<file path="src/rtl/lockstep_stagger_unit.sv">
// lockstep_stagger_unit
// Staggered-lockstep front end for one OBI channel. Hart 0 leads and owns the
// bus; every trailing hart h receives the bus response delayed by h*STAGGER
// cycles.
// Build option: define LOCKSTEP_CMP_EN to build the request history, the
// warm-up counters and the comparator. Without it the mismatch outputs are
// tied to 0 and clr_mismatch_i is ignored.
module lockstep_stagger_unit #(
  parameter int NHARTS  = 3,
  parameter int STAGGER = 2,
  parameter int ADDR_W  = 32,
  parameter int DATA_W  = 32
) (
  input  logic                                clk_i,
  input  logic                                rst_i,
  input  logic                                enable_i,
  input  logic [NHARTS-1:0]                   hart_req_i,
  input  logic [NHARTS-1:0]                   hart_we_i,
  input  logic [NHARTS-1:0][DATA_W/8-1:0]     hart_be_i,
  input  logic [NHARTS-1:0][ADDR_W-1:0]       hart_addr_i,
  input  logic [NHARTS-1:0][DATA_W-1:0]       hart_wdata_i,
  output logic [NHARTS-1:0]                   hart_gnt_o,
  output logic [NHARTS-1:0]                   hart_rvalid_o,
  output logic [NHARTS-1:0][DATA_W-1:0]       hart_rdata_o,
  output logic                                bus_req_o,
  output logic                                bus_we_o,
  output logic [DATA_W/8-1:0]                 bus_be_o,
  output logic [ADDR_W-1:0]                   bus_addr_o,
  output logic [DATA_W-1:0]                   bus_wdata_o,
  input  logic                                bus_gnt_i,
  input  logic                                bus_rvalid_i,
  input  logic [DATA_W-1:0]                   bus_rdata_i,
  input  logic                                clr_mismatch_i,
  output logic                                mismatch_o,
  output logic [NHARTS-1:0]                   mismatch_hart_o
);

  localparam int BE_W  = DATA_W / 8;
  localparam int DEPTH = (NHARTS - 1) * STAGGER;
  localparam int RSP_W = 2 + DATA_W;

  // Reject configurations outside the supported range at elaboration.
  if (NHARTS < 2 || NHARTS > 4) begin : g_bad_nharts
    $error("lockstep_stagger_unit: NHARTS must be in 2..4");
  end
  if (STAGGER < 1) begin : g_bad_stagger
    $error("lockstep_stagger_unit: STAGGER must be >= 1");
  end

  // ---------------------------------------------------------------------------
  // Bus path: hart 0 owns the bus, trailing requests never reach it.
  // ---------------------------------------------------------------------------
  assign bus_req_o        = hart_req_i[0];
  assign bus_we_o         = hart_we_i[0];
  assign bus_be_o         = hart_be_i[0];
  assign bus_addr_o       = hart_addr_i[0];
  assign bus_wdata_o      = hart_wdata_i[0];

  assign hart_gnt_o[0]    = bus_gnt_i;
  assign hart_rvalid_o[0] = bus_rvalid_i;
  assign hart_rdata_o[0]  = bus_rdata_i;

  // ---------------------------------------------------------------------------
  // Response replay: one shared delay line, hart h taps stage h*STAGGER-1 so
  // the response reaches it exactly h*STAGGER cycles after the bus.
  // ---------------------------------------------------------------------------
  logic [RSP_W-1:0] rsp_pipe_r [DEPTH];
  logic [RSP_W-1:0] rsp_in_s   [DEPTH];

  for (genvar i = 0; i < DEPTH; i++) begin : g_rsp_stage
    if (i == 0) begin : g_head
      assign rsp_in_s[i] = {bus_gnt_i, bus_rvalid_i, bus_rdata_i};
    end else begin : g_body
      assign rsp_in_s[i] = rsp_pipe_r[i-1];
    end

    // Advance one replay stage; a disabled unit flushes in-flight responses.
    always_ff @(posedge clk_i) begin
      if (rst_i) begin
        rsp_pipe_r[i] <= '0;
      end else if (!enable_i) begin
        rsp_pipe_r[i] <= '0;
      end else begin
        rsp_pipe_r[i] <= rsp_in_s[i];
      end
    end
  end

  for (genvar h = 1; h < NHARTS; h++) begin : g_trail_rsp
    logic              gnt_s;
    logic              rvalid_s;
    logic [DATA_W-1:0] rdata_s;

    // Present the delayed response only while lockstep is enabled.
    always_comb begin
      if (enable_i) begin
        {gnt_s, rvalid_s, rdata_s} = rsp_pipe_r[h*STAGGER-1];
      end else begin
        gnt_s    = 1'b0;
        rvalid_s = 1'b0;
        rdata_s  = '0;
      end
    end

    assign hart_gnt_o[h]    = gnt_s;
    assign hart_rvalid_o[h] = rvalid_s;
    assign hart_rdata_o[h]  = rdata_s;
  end

`ifdef LOCKSTEP_CMP_EN
  // ---------------------------------------------------------------------------
  // Request history and comparator.
  // ---------------------------------------------------------------------------
  localparam int CNT_W = $clog2(DEPTH + 1);

  typedef struct packed {
    logic              req;
    logic              we;
    logic [BE_W-1:0]   be;
    logic [ADDR_W-1:0] addr;
    logic [DATA_W-1:0] wdata;
  } req_t;

  req_t              hist_r    [DEPTH];
  req_t              hist_in_s [DEPTH];
  logic [NHARTS-1:0] flag_s;
  logic [NHARTS-1:0] flag_nxt_s;
  logic              mismatch_r;

  for (genvar i = 0; i < DEPTH; i++) begin : g_hist_stage
    if (i == 0) begin : g_head
      assign hist_in_s[i] = {hart_req_i[0], hart_we_i[0], hart_be_i[0],
                             hart_addr_i[0], hart_wdata_i[0]};
    end else begin : g_body
      assign hist_in_s[i] = hist_r[i-1];
    end

    // Shift hart 0's request history; flushed while disabled.
    always_ff @(posedge clk_i) begin
      if (rst_i) begin
        hist_r[i] <= '0;
      end else if (!enable_i) begin
        hist_r[i] <= '0;
      end else begin
        hist_r[i] <= hist_in_s[i];
      end
    end
  end

  // The leading hart is never compared against anything.
  assign flag_s[0]     = 1'b0;
  assign flag_nxt_s[0] = 1'b0;

  for (genvar h = 1; h < NHARTS; h++) begin : g_cmp
    localparam logic [CNT_W-1:0] WARM_C = CNT_W'(h * STAGGER);

    req_t             tap_s;
    logic [CNT_W-1:0] warm_cnt_r;
    logic             diff_s;
    logic             hit_s;
    logic             nxt_s;
    logic             flag_r;

    assign tap_s = hist_r[h*STAGGER-1];

    // Count enabled cycles until the history tap holds real hart-0 data.
    always_ff @(posedge clk_i) begin
      if (rst_i) begin
        warm_cnt_r <= '0;
      end else if (!enable_i) begin
        warm_cnt_r <= '0;
      end else if (warm_cnt_r != WARM_C) begin
        warm_cnt_r <= warm_cnt_r + {{(CNT_W-1){1'b0}}, 1'b1};
      end else begin
        warm_cnt_r <= warm_cnt_r;
      end
    end

    // Compare rule: req must match; address phase only matters when both
    // request; write data only matters for a write.
    always_comb begin
      diff_s = 1'b0;
      if (tap_s.req != hart_req_i[h]) begin
        diff_s = 1'b1;
      end else if (tap_s.req) begin
        if ((tap_s.we != hart_we_i[h]) || (tap_s.be != hart_be_i[h]) ||
            (tap_s.addr != hart_addr_i[h])) begin
          diff_s = 1'b1;
        end else if (tap_s.we && (tap_s.wdata != hart_wdata_i[h])) begin
          diff_s = 1'b1;
        end else begin
          diff_s = 1'b0;
        end
      end else begin
        diff_s = 1'b0;
      end
    end

    assign hit_s = enable_i && (warm_cnt_r == WARM_C) && diff_s;

    // Sticky flag next state: a new mismatch beats a clear request.
    always_comb begin
      if (hit_s) begin
        nxt_s = 1'b1;
      end else if (clr_mismatch_i) begin
        nxt_s = 1'b0;
      end else begin
        nxt_s = flag_r;
      end
    end

    // Hold the per-hart sticky flag.
    always_ff @(posedge clk_i) begin
      if (rst_i) begin
        flag_r <= 1'b0;
      end else begin
        flag_r <= nxt_s;
      end
    end

    assign flag_s[h]     = flag_r;
    assign flag_nxt_s[h] = nxt_s;
  end

  // Summary flag registered alongside the per-hart flags.
  always_ff @(posedge clk_i) begin
    if (rst_i) begin
      mismatch_r <= 1'b0;
    end else begin
      mismatch_r <= |flag_nxt_s;
    end
  end

  assign mismatch_hart_o = flag_s;
  assign mismatch_o      = mismatch_r;
`else
  // Comparator not built: trailing requests and the clear input are unused.
  logic unused_s;
  assign unused_s = ^{hart_req_i[NHARTS-1:1], hart_we_i[NHARTS-1:1],
                      hart_be_i[NHARTS-1:1], hart_addr_i[NHARTS-1:1],
                      hart_wdata_i[NHARTS-1:1], clr_mismatch_i};

  assign mismatch_hart_o = '0;
  assign mismatch_o      = 1'b0;
`endif

endmodule
</file>
<file path="config.mk">
export PLATFORM = sky130hd
export DESIGN_NAME = lockstep_stagger_unit
export DESIGN_NICKNAME = d
export VERILOG_FILES = /design/src/rtl/lockstep_stagger_unit.sv
export SDC_FILE = /design/constraint.sdc
export NUM_CORES = 1
export LEC_CHECK = 0
export ABC_CLOCK_PERIOD_IN_PS = 1100
export CAP_MARGIN = 20
export CORE_AREA = 8 8 160 162
export DETAILED_ROUTE_END_ITERATION = 16
export DIE_AREA = 0 0 168 170
export HOLD_SLACK_MARGIN = 0.15
export PLACE_DENSITY = 0.76
export SLEW_MARGIN = 30
export SYNTH_ARGS = -nofsm -noshare
export SYNTH_HDL_FRONTEND = slang
export SYNTH_SLANG_ARGS = --single-unit
</file>
<file path="constraint.sdc">
create_clock -name clk_i -period 1.1 [get_ports clk_i]
set_clock_uncertainty 0.1 [all_clocks]
set_input_delay 0.165 -clock clk_i [delete_from_list [all_inputs] [get_ports clk_i]]
set_output_delay 0.165 -clock clk_i [all_outputs]
set_load 0.02 [all_outputs]
</file>
# Yosys cells after proc, flatten, opt, wreduce, memory -nomap -nowiden
# Memories as Yosys holds them, arrays and structs flattened.
# Cells that the tools add are included.
# Widths: inputs -> output; s select.
dict set report totals {
  reg_bits 0
  mem_bits_rw 136
  in_bits 248
  out_inout_bits 176
  word_cells 31
  n_memories 1
}
# memory depth width read_ports rd_clocked_by_memory_dff wr line_no
set memory_table {}
lappend memory_table {rsp_pipe_r 4 34 4 0 4 67} ;# logic [RSP_W-1:0] rsp_pipe_r [DEPTH];
dict set report op_classes {
  mux 22
  bitwise 8
}
# operator n
set op_table {}
lappend op_table {{$mux 34} 8}
lappend op_table {{$mux 32} 2}
lappend op_table {{$mux 1} 12}
lappend op_table {{$or 1x1->1} 8}

# Logic depth before layout (Yosys ltp)
# Gate-level depths: netlist of run 1.
dict set report depth {
  depth_word 5
  mapped_depth 4
  ltp_nobuf 1
}

# Worst setup path before layout of run 1
# No wires, ideal clock.
dict set report synth_timing {
  path_kind {in2out}
  start {input enable_i}
  end {output hart_gnt_o[2]}
  t_arrival_ns 0.713
  slack_ns 0.122
  path_stages 4
  n_path_buf 3
  cell_sequence {buf_4 buf_2 and2_1 buf_4}
}
dict set report synth_via {
  elab_chain_len 1
}
# element line_no
set synth_rtl {}
lappend synth_rtl {{start, declared} 16} ;# input logic enable_i,
lappend synth_rtl {{$mux 1} 96} ;# if (enable_i) begin
lappend synth_rtl {{end, declared} 22} ;# output logic [NHARTS-1:0] hart_gnt_o,
# No other way between the ends.

==> results of run 1 <==
## cell type report
cell class	count	area [sq um]
clock buffer	17	425.4
multi-input combinational	344	2320
timing repair buffer	192	1912
fill	2160	13720
clock inverter	15	225.2
tap	290	362.8
sequential	136	4084
## cell usage after synthesis
| master | count | share of area |
|---|---|---|
| edfxtp_1 | 136 | 0.60 |
| and3b_1 | 130 | 0.17 |
| buf_4 | 113 | 0.12 |
| buf_6 | 14 | 0.023 |
| clkbuf_1 | 3 | 0.0017 |
| clkbuf_2 | 2 | 0.0015 |
| and2_1 | 68 | 0.062 |
| and3b_2 | 6 | 0.0088 |
| buf_2 | 16 | 0.012 |
| conb_1 | 2 | 0.0011 |
## metrics by stage
step | total power (uW) | util
2_1_floorplan | 7356 | -
3_3_place_gp | 7528 | 0.3600
3_5_place_dp | 7561 | 0.3600
4_1_cts | 13920 | 0.3956
5_1_grt | 14370 | 0.4047
6_report | 13810 | 0.4047
## critical path, stage by stage (launching register included)
cell,delay [ns]
edfxtp_1,0.44
and2_4,0.17
buf_6,0.12
## cell usage in the layout (no fill, tap or decap)
cell type        count
clkinvlp_4           1
inv_6                1
buf_6               80
bufinv_16            5
buf_12               8
clkbuf_16           17
clkdlybuf4s50_1     28
buf_2               15
clkinv_4             5
dlymetal6s2s_1       6
and2_4              68
and3b_2              6
edfxtp_1           136
clkinv_2             3
dlygate4sd3_1        3
and3b_1            130
buf_4               52
conb_1             140
## cells by family (layout without fill, tap and decap cells)
logic type,Yosys count,in the layout,share of synthesized area
DFF,136,136,0.5986
and+or+nand+nor,204,204,0.2380
buffers and inverters,148,224,0.1623
other,2,140,0.001101
## report_power, final
part	switching [uW]	leakage, uW	internal (uW)
Clock	2170	0.000317	4030
Sequential	85.2	0.00138	6020
Combinational	713	0.00280	792
## routing by layer
layer	track usage	share of wire	up-vias
met5	0	0.00074	-
met2	0.1512	0.48	132
met4	0.04115	0.016	2
met1	0.1065	0.42	1771
li1	-	-	1883
met3	0.04588	0.081	16
## final timing paths
kind	to	slack (ns)
min reg2reg	rsp_pipe_r[1][7]	0.45
max	hart_rdata_o[36]	-0.31
min	rsp_pipe_r[0][4]	0.16
max reg2reg	rsp_pipe_r[2][11]	-0.14
## repair_timing
| item | in CTS | in global routing |
|---|---|---|
| setup endpoints to repair | 101 | 84 |
| setup buffers | 10 | 7 |
| hold endpoints to repair | 2 | 2 |
| gates cloned | 0 | 0 |
| pin swaps | 54 | 7 |
| resized for setup | 569 | 48 |
| hold buffers | 1 | 2 |
==> flow_metrics.tcl, run 1 <==
set metrics [dict create \
    status "finished with violations" \
    violations "setup timing" \
    drtAntennaViolNets 0 \
    dr.pass1.iters 4 \
    dp_hpwl_microns 9730 \
    avgRoutedWirePerCell_microns 13.63 \
    largest-register "rsp_pipe_r" \
    clkSinkCount 136 \
    grt_overflow_total 0 \
    max_freq_mhz 711.5 \
    cts_buffer_depth 2 \
    rsz0062_at_grt "yes" \
    totalNegativeSetupSlack_ns -15.47 \
    drt_wl_total_microns 13550 \
    vias 3804 \
    grt_pass1_vias 3948 \
    cts_tree "built" \
    grt_usage 0.09466 \
    largest_reg_flops 136 \
    clk_latency_ns 0.41 \
    power_leakage_uw 0.004499 \
    worstHoldStart "bus_rdata_i[4]" \
    htreeDepth 4 \
    top_regs "rsp_pipe_r x136" \
    period_minus_slack_ns 1.405 \
    port_buffers 138 \
    fin_cells 994 \
    syn_inst 490 \
    place_worst_setup_slack_ns -0.4980 \
    avgViaCountPerCell 3.827 \
    ir_drop_v 0.0009547 \
    ys_types 10 \
    setup_ws_ns -0.3054 \
    grt_pass1_wl_microns 21060 \
    finalCritPeriodShare 1.278 \
    grt_max_degree 62 \
    antenna_found_initial 1 \
    start_kind "flip-flop" \
    num_rows 56 \
    synth_warnings 0 \
    synth-seq-cells 136 \
    end_kind "output pin" \
    layout-drive-gt1-share 0.3707 \
    cts-root-buf "clkbuf_16" \
    antenna_cells 0 \
    whs_path_depth 3 \
    finalHoldViolCount 0 \
    cts_made_buffers 17 \
    path_class "reg -> out" \
    power-per-cell-area_nw_per_um2 1481 \
    drc 0 \
    fin_area_sq_um 9329 \
    start_util 0.2960 \
    layout.nets 939 \
    syn_area_sq_um 6823 \
    die_y_microns 170 \
    startpoint "rsp_pipe_r[1][4]" \
    dp.cells 942 \
    core-area_sq_um 23050 \
    required_ns 0.83 \
    holdWs_ns 0.1636 \
    gp_congestion 0.6900 \
    finalMaxSlewViolations 0 \
    chipWidth_microns 168 \
    worst_setup_hold_path_clk_slew_ns 0.06 \
    fp.dieArea_sq_um 28560 \
    syn_to_final_growth_pct 36.73 \
    worst_ep_arrival_time_ns 1.14 \
    synth.avg_cell_area_sq_um 13.92 \
    setup_viol 74 \
    r2r-start "rsp_pipe_r[1][11]" \
    place_area_sq_um 8298 \
    min_path_type "in -> reg" \
    seq_area_frac_synth 0.5986 \
    drtIter0Drc 164 \
    cap_violations 0 \
    ios 424 \
    crit_fanout 2 \
    rr_worst_depth 4 \
]
Note: power is estimated with default switching activity, not from simulation.
==> run 2: changes to the inputs <==
--- a/config.mk
+++ b/config.mk
@@ -7,11 +7,11 @@
 export LEC_CHECK = 0
 export ABC_CLOCK_PERIOD_IN_PS = 1100
 export CAP_MARGIN = 20
-export CORE_AREA = 8 8 160 162
+export CORE_AREA = 2 2 163 165
 export DETAILED_ROUTE_END_ITERATION = 16
-export DIE_AREA = 0 0 168 170
+export DIE_AREA = 0 0 165 167
 export HOLD_SLACK_MARGIN = 0.15
-export PLACE_DENSITY = 0.76
+export PLACE_DENSITY = 0.7
 export SLEW_MARGIN = 30
 export SYNTH_ARGS = -nofsm -noshare
 export SYNTH_HDL_FRONTEND = slang
==> flow_metrics.tcl, run 2 (synthesis results as in run 1) <==
set metrics [dict create \
    status "finished with violations" \
    violations "setup timing" \
    r2r-start "rsp_pipe_r[1][23]" \
    drt_wl_total_microns 12840 \
    crit_fanout 2 \
    worst_ep_arrival_time_ns 1.12 \
    vias 3751 \
    setup_viol 70 \
    antenna_cells 0 \
    chipWidth_microns 165 \
    report.power.total_uw 12450 \
    dr.pass1.iters 4 \
    final_common_cell "conb_1" \
    slowest_delay_ns 0.43 \
    period_minus_slack_ns 1.388 \
    num_rows 59 \
    dp_hpwl_microns 9578 \
    cts_made_buffers 17 \
    fp.dieArea_sq_um 27560 \
    finalCritPeriodShare 1.262 \
    place_area_sq_um 8402 \
    cap_violations 0 \
    power_switching_uw 2661 \
    cts-root-buf "clkbuf_16" \
    antenna_found_initial 0 \
    largest_reg_flops 136 \
    grt_pass1_wl_microns 19830 \
    power-per-cell-area_nw_per_um2 1361 \
    worstHoldStart "bus_rdata_i[17]" \
    rr_worst_depth 3 \
    grt_usage 0.09534 \
    largest-register "rsp_pipe_r" \
    clkSinkCount 136 \
    avgRoutedWirePerCell_microns 12.42 \
    layout.nets 939 \
    ios 424 \
    ir_drop_v 0.0006548 \
    syn_to_final_growth_pct 34.13 \
    place_worst_setup_slack_ns -0.5117 \
    fin_area_sq_um 9151 \
    power_leakage_uw 0.004382 \
    crit_chain "and2_4 > buf_6" \
    finalMaxSlewViolations 0 \
    avgViaCountPerCell 3.628 \
    grt_max_degree 50 \
    final_cell_mix "conb_1, edfxtp_1, and3b_1, buf_6, and2_4" \
    grt_overflow_total 0 \
    cpMaxStageDelayCell "edfxtp_1" \
    cts_buffer_depth 2 \
    clk_latency_ns 0.40 \
    clkPwrFrac 0.391 \
    min_path_type "in -> reg" \
    reg2reg_slack_ns -0.04 \
    drtAntennaViolNets 0 \
    rsz0062_at_grt "yes" \
    cts_tree "built" \
    r2r_end "rsp_pipe_r[2][23]" \
    finalHoldViolCount 0 \
    die_y_microns 167 \
    worst_setup_hold_path_clk_slew_ns 0.05 \
    holdWs_ns 0.1644 \
    gp_congestion 0.7007 \
    port_buffers 138 \
    whs_path_depth 3 \
    core-area_sq_um 25760 \
    top_regs "rsp_pipe_r x136" \
    min_to "rsp_pipe_r[0][17]" \
    required_ns 0.83 \
    p_seq_frac 0.491 \
    end_kind "output pin" \
    grt_pass1_vias 3842 \
    max_freq_mhz 720.5 \
    combPwrFrac 0.118 \
    layout-drive-gt1-share 0.3619 \
    start_kind "flip-flop" \
    start_util 0.2648 \
    path_class "reg -> out" \
    drtIter0Drc 178 \
    drc 0 \
    sw_frac_of_total 0.2137 \
    htreeDepth 4 \
    intPower_uw 9792 \
    setup_ws_ns -0.2880 \
]
## run 2: worst max-delay path by stage
stage	from	endpoint	slack, ns	cells after the start
6_report	rsp_pipe_r[1][14]	hart_rdata_o[46]	-0.29	2
2_1_floorplan	enable_i	hart_gnt_o[2]	0.12	4
3_3_place_gp	enable_i	hart_rdata_o[37]	-0.51	4
3_5_place_dp	enable_i	hart_rvalid_o[1]	-0.51	4
4_1_cts	rsp_pipe_r[1][14]	hart_rdata_o[46]	-0.30	2
5_1_grt	rsp_pipe_r[1][14]	hart_rdata_o[46]	-0.33	2
## run 2: repair_timing
action | in CTS | in global routing
hold endpoints to repair | 1 | 0
setup buffers | 7 | 5
pin swaps | 47 | 0
hold buffers | 1 | 0
endpoints found under the setup margin | 102 | 87
resized for setup | 599 | 31
## run 2: layout make-up
class                   instances  area, sq um
flip-flops and latches        136         4084
clock inverters                 8        61.31
fillers                      2511        16610
repair buffers                192         1834
well taps                     335        419.2
clock buffers                  19        432.9
multi-input cells             344         2320
## run 2: per-layer routing
metal | share of wire | wire, microns | global-route usage
met5 | 0 | 0 | 0
met4 | 0.021 | 269 | 0.04499
met3 | 0.078 | 1007 | 0.04159
met2 | 0.47 | 5980 | 0.1455
met1 | 0.43 | 5583 | 0.1151
## run 2: worst max-delay path: cells and delay by family, from the launching register on
kind,cells,cell delay (ns)
buffers and inverters,1,0.12
DFF,1,0.43
and+or+nand+nor,1,0.17
## run 2: power by group through the flow
stage	logic, uW	registers (uW)	clock network [uW]
detailed placement	1360	6210	0
floorplan	1190	6160	0
global placement	1340	6200	0
CTS	1450	6120	5010
finish	1470	6120	4870
global route	1600	6140	5210
## run 2: stage by stage
step / std cells / util / TNS [ns]
3_5_place_dp: 997 / 0.3261 / -56.26
4_1_cts: 1032 / 0.3515 / -17.17
6_report: 1034 / 0.3552 / -15.47
2_1_floorplan: 628 / - / 0
3_3_place_gp: 997 / 0.3261 / -54.56
5_1_grt: 1034 / 0.3552 / -18.61
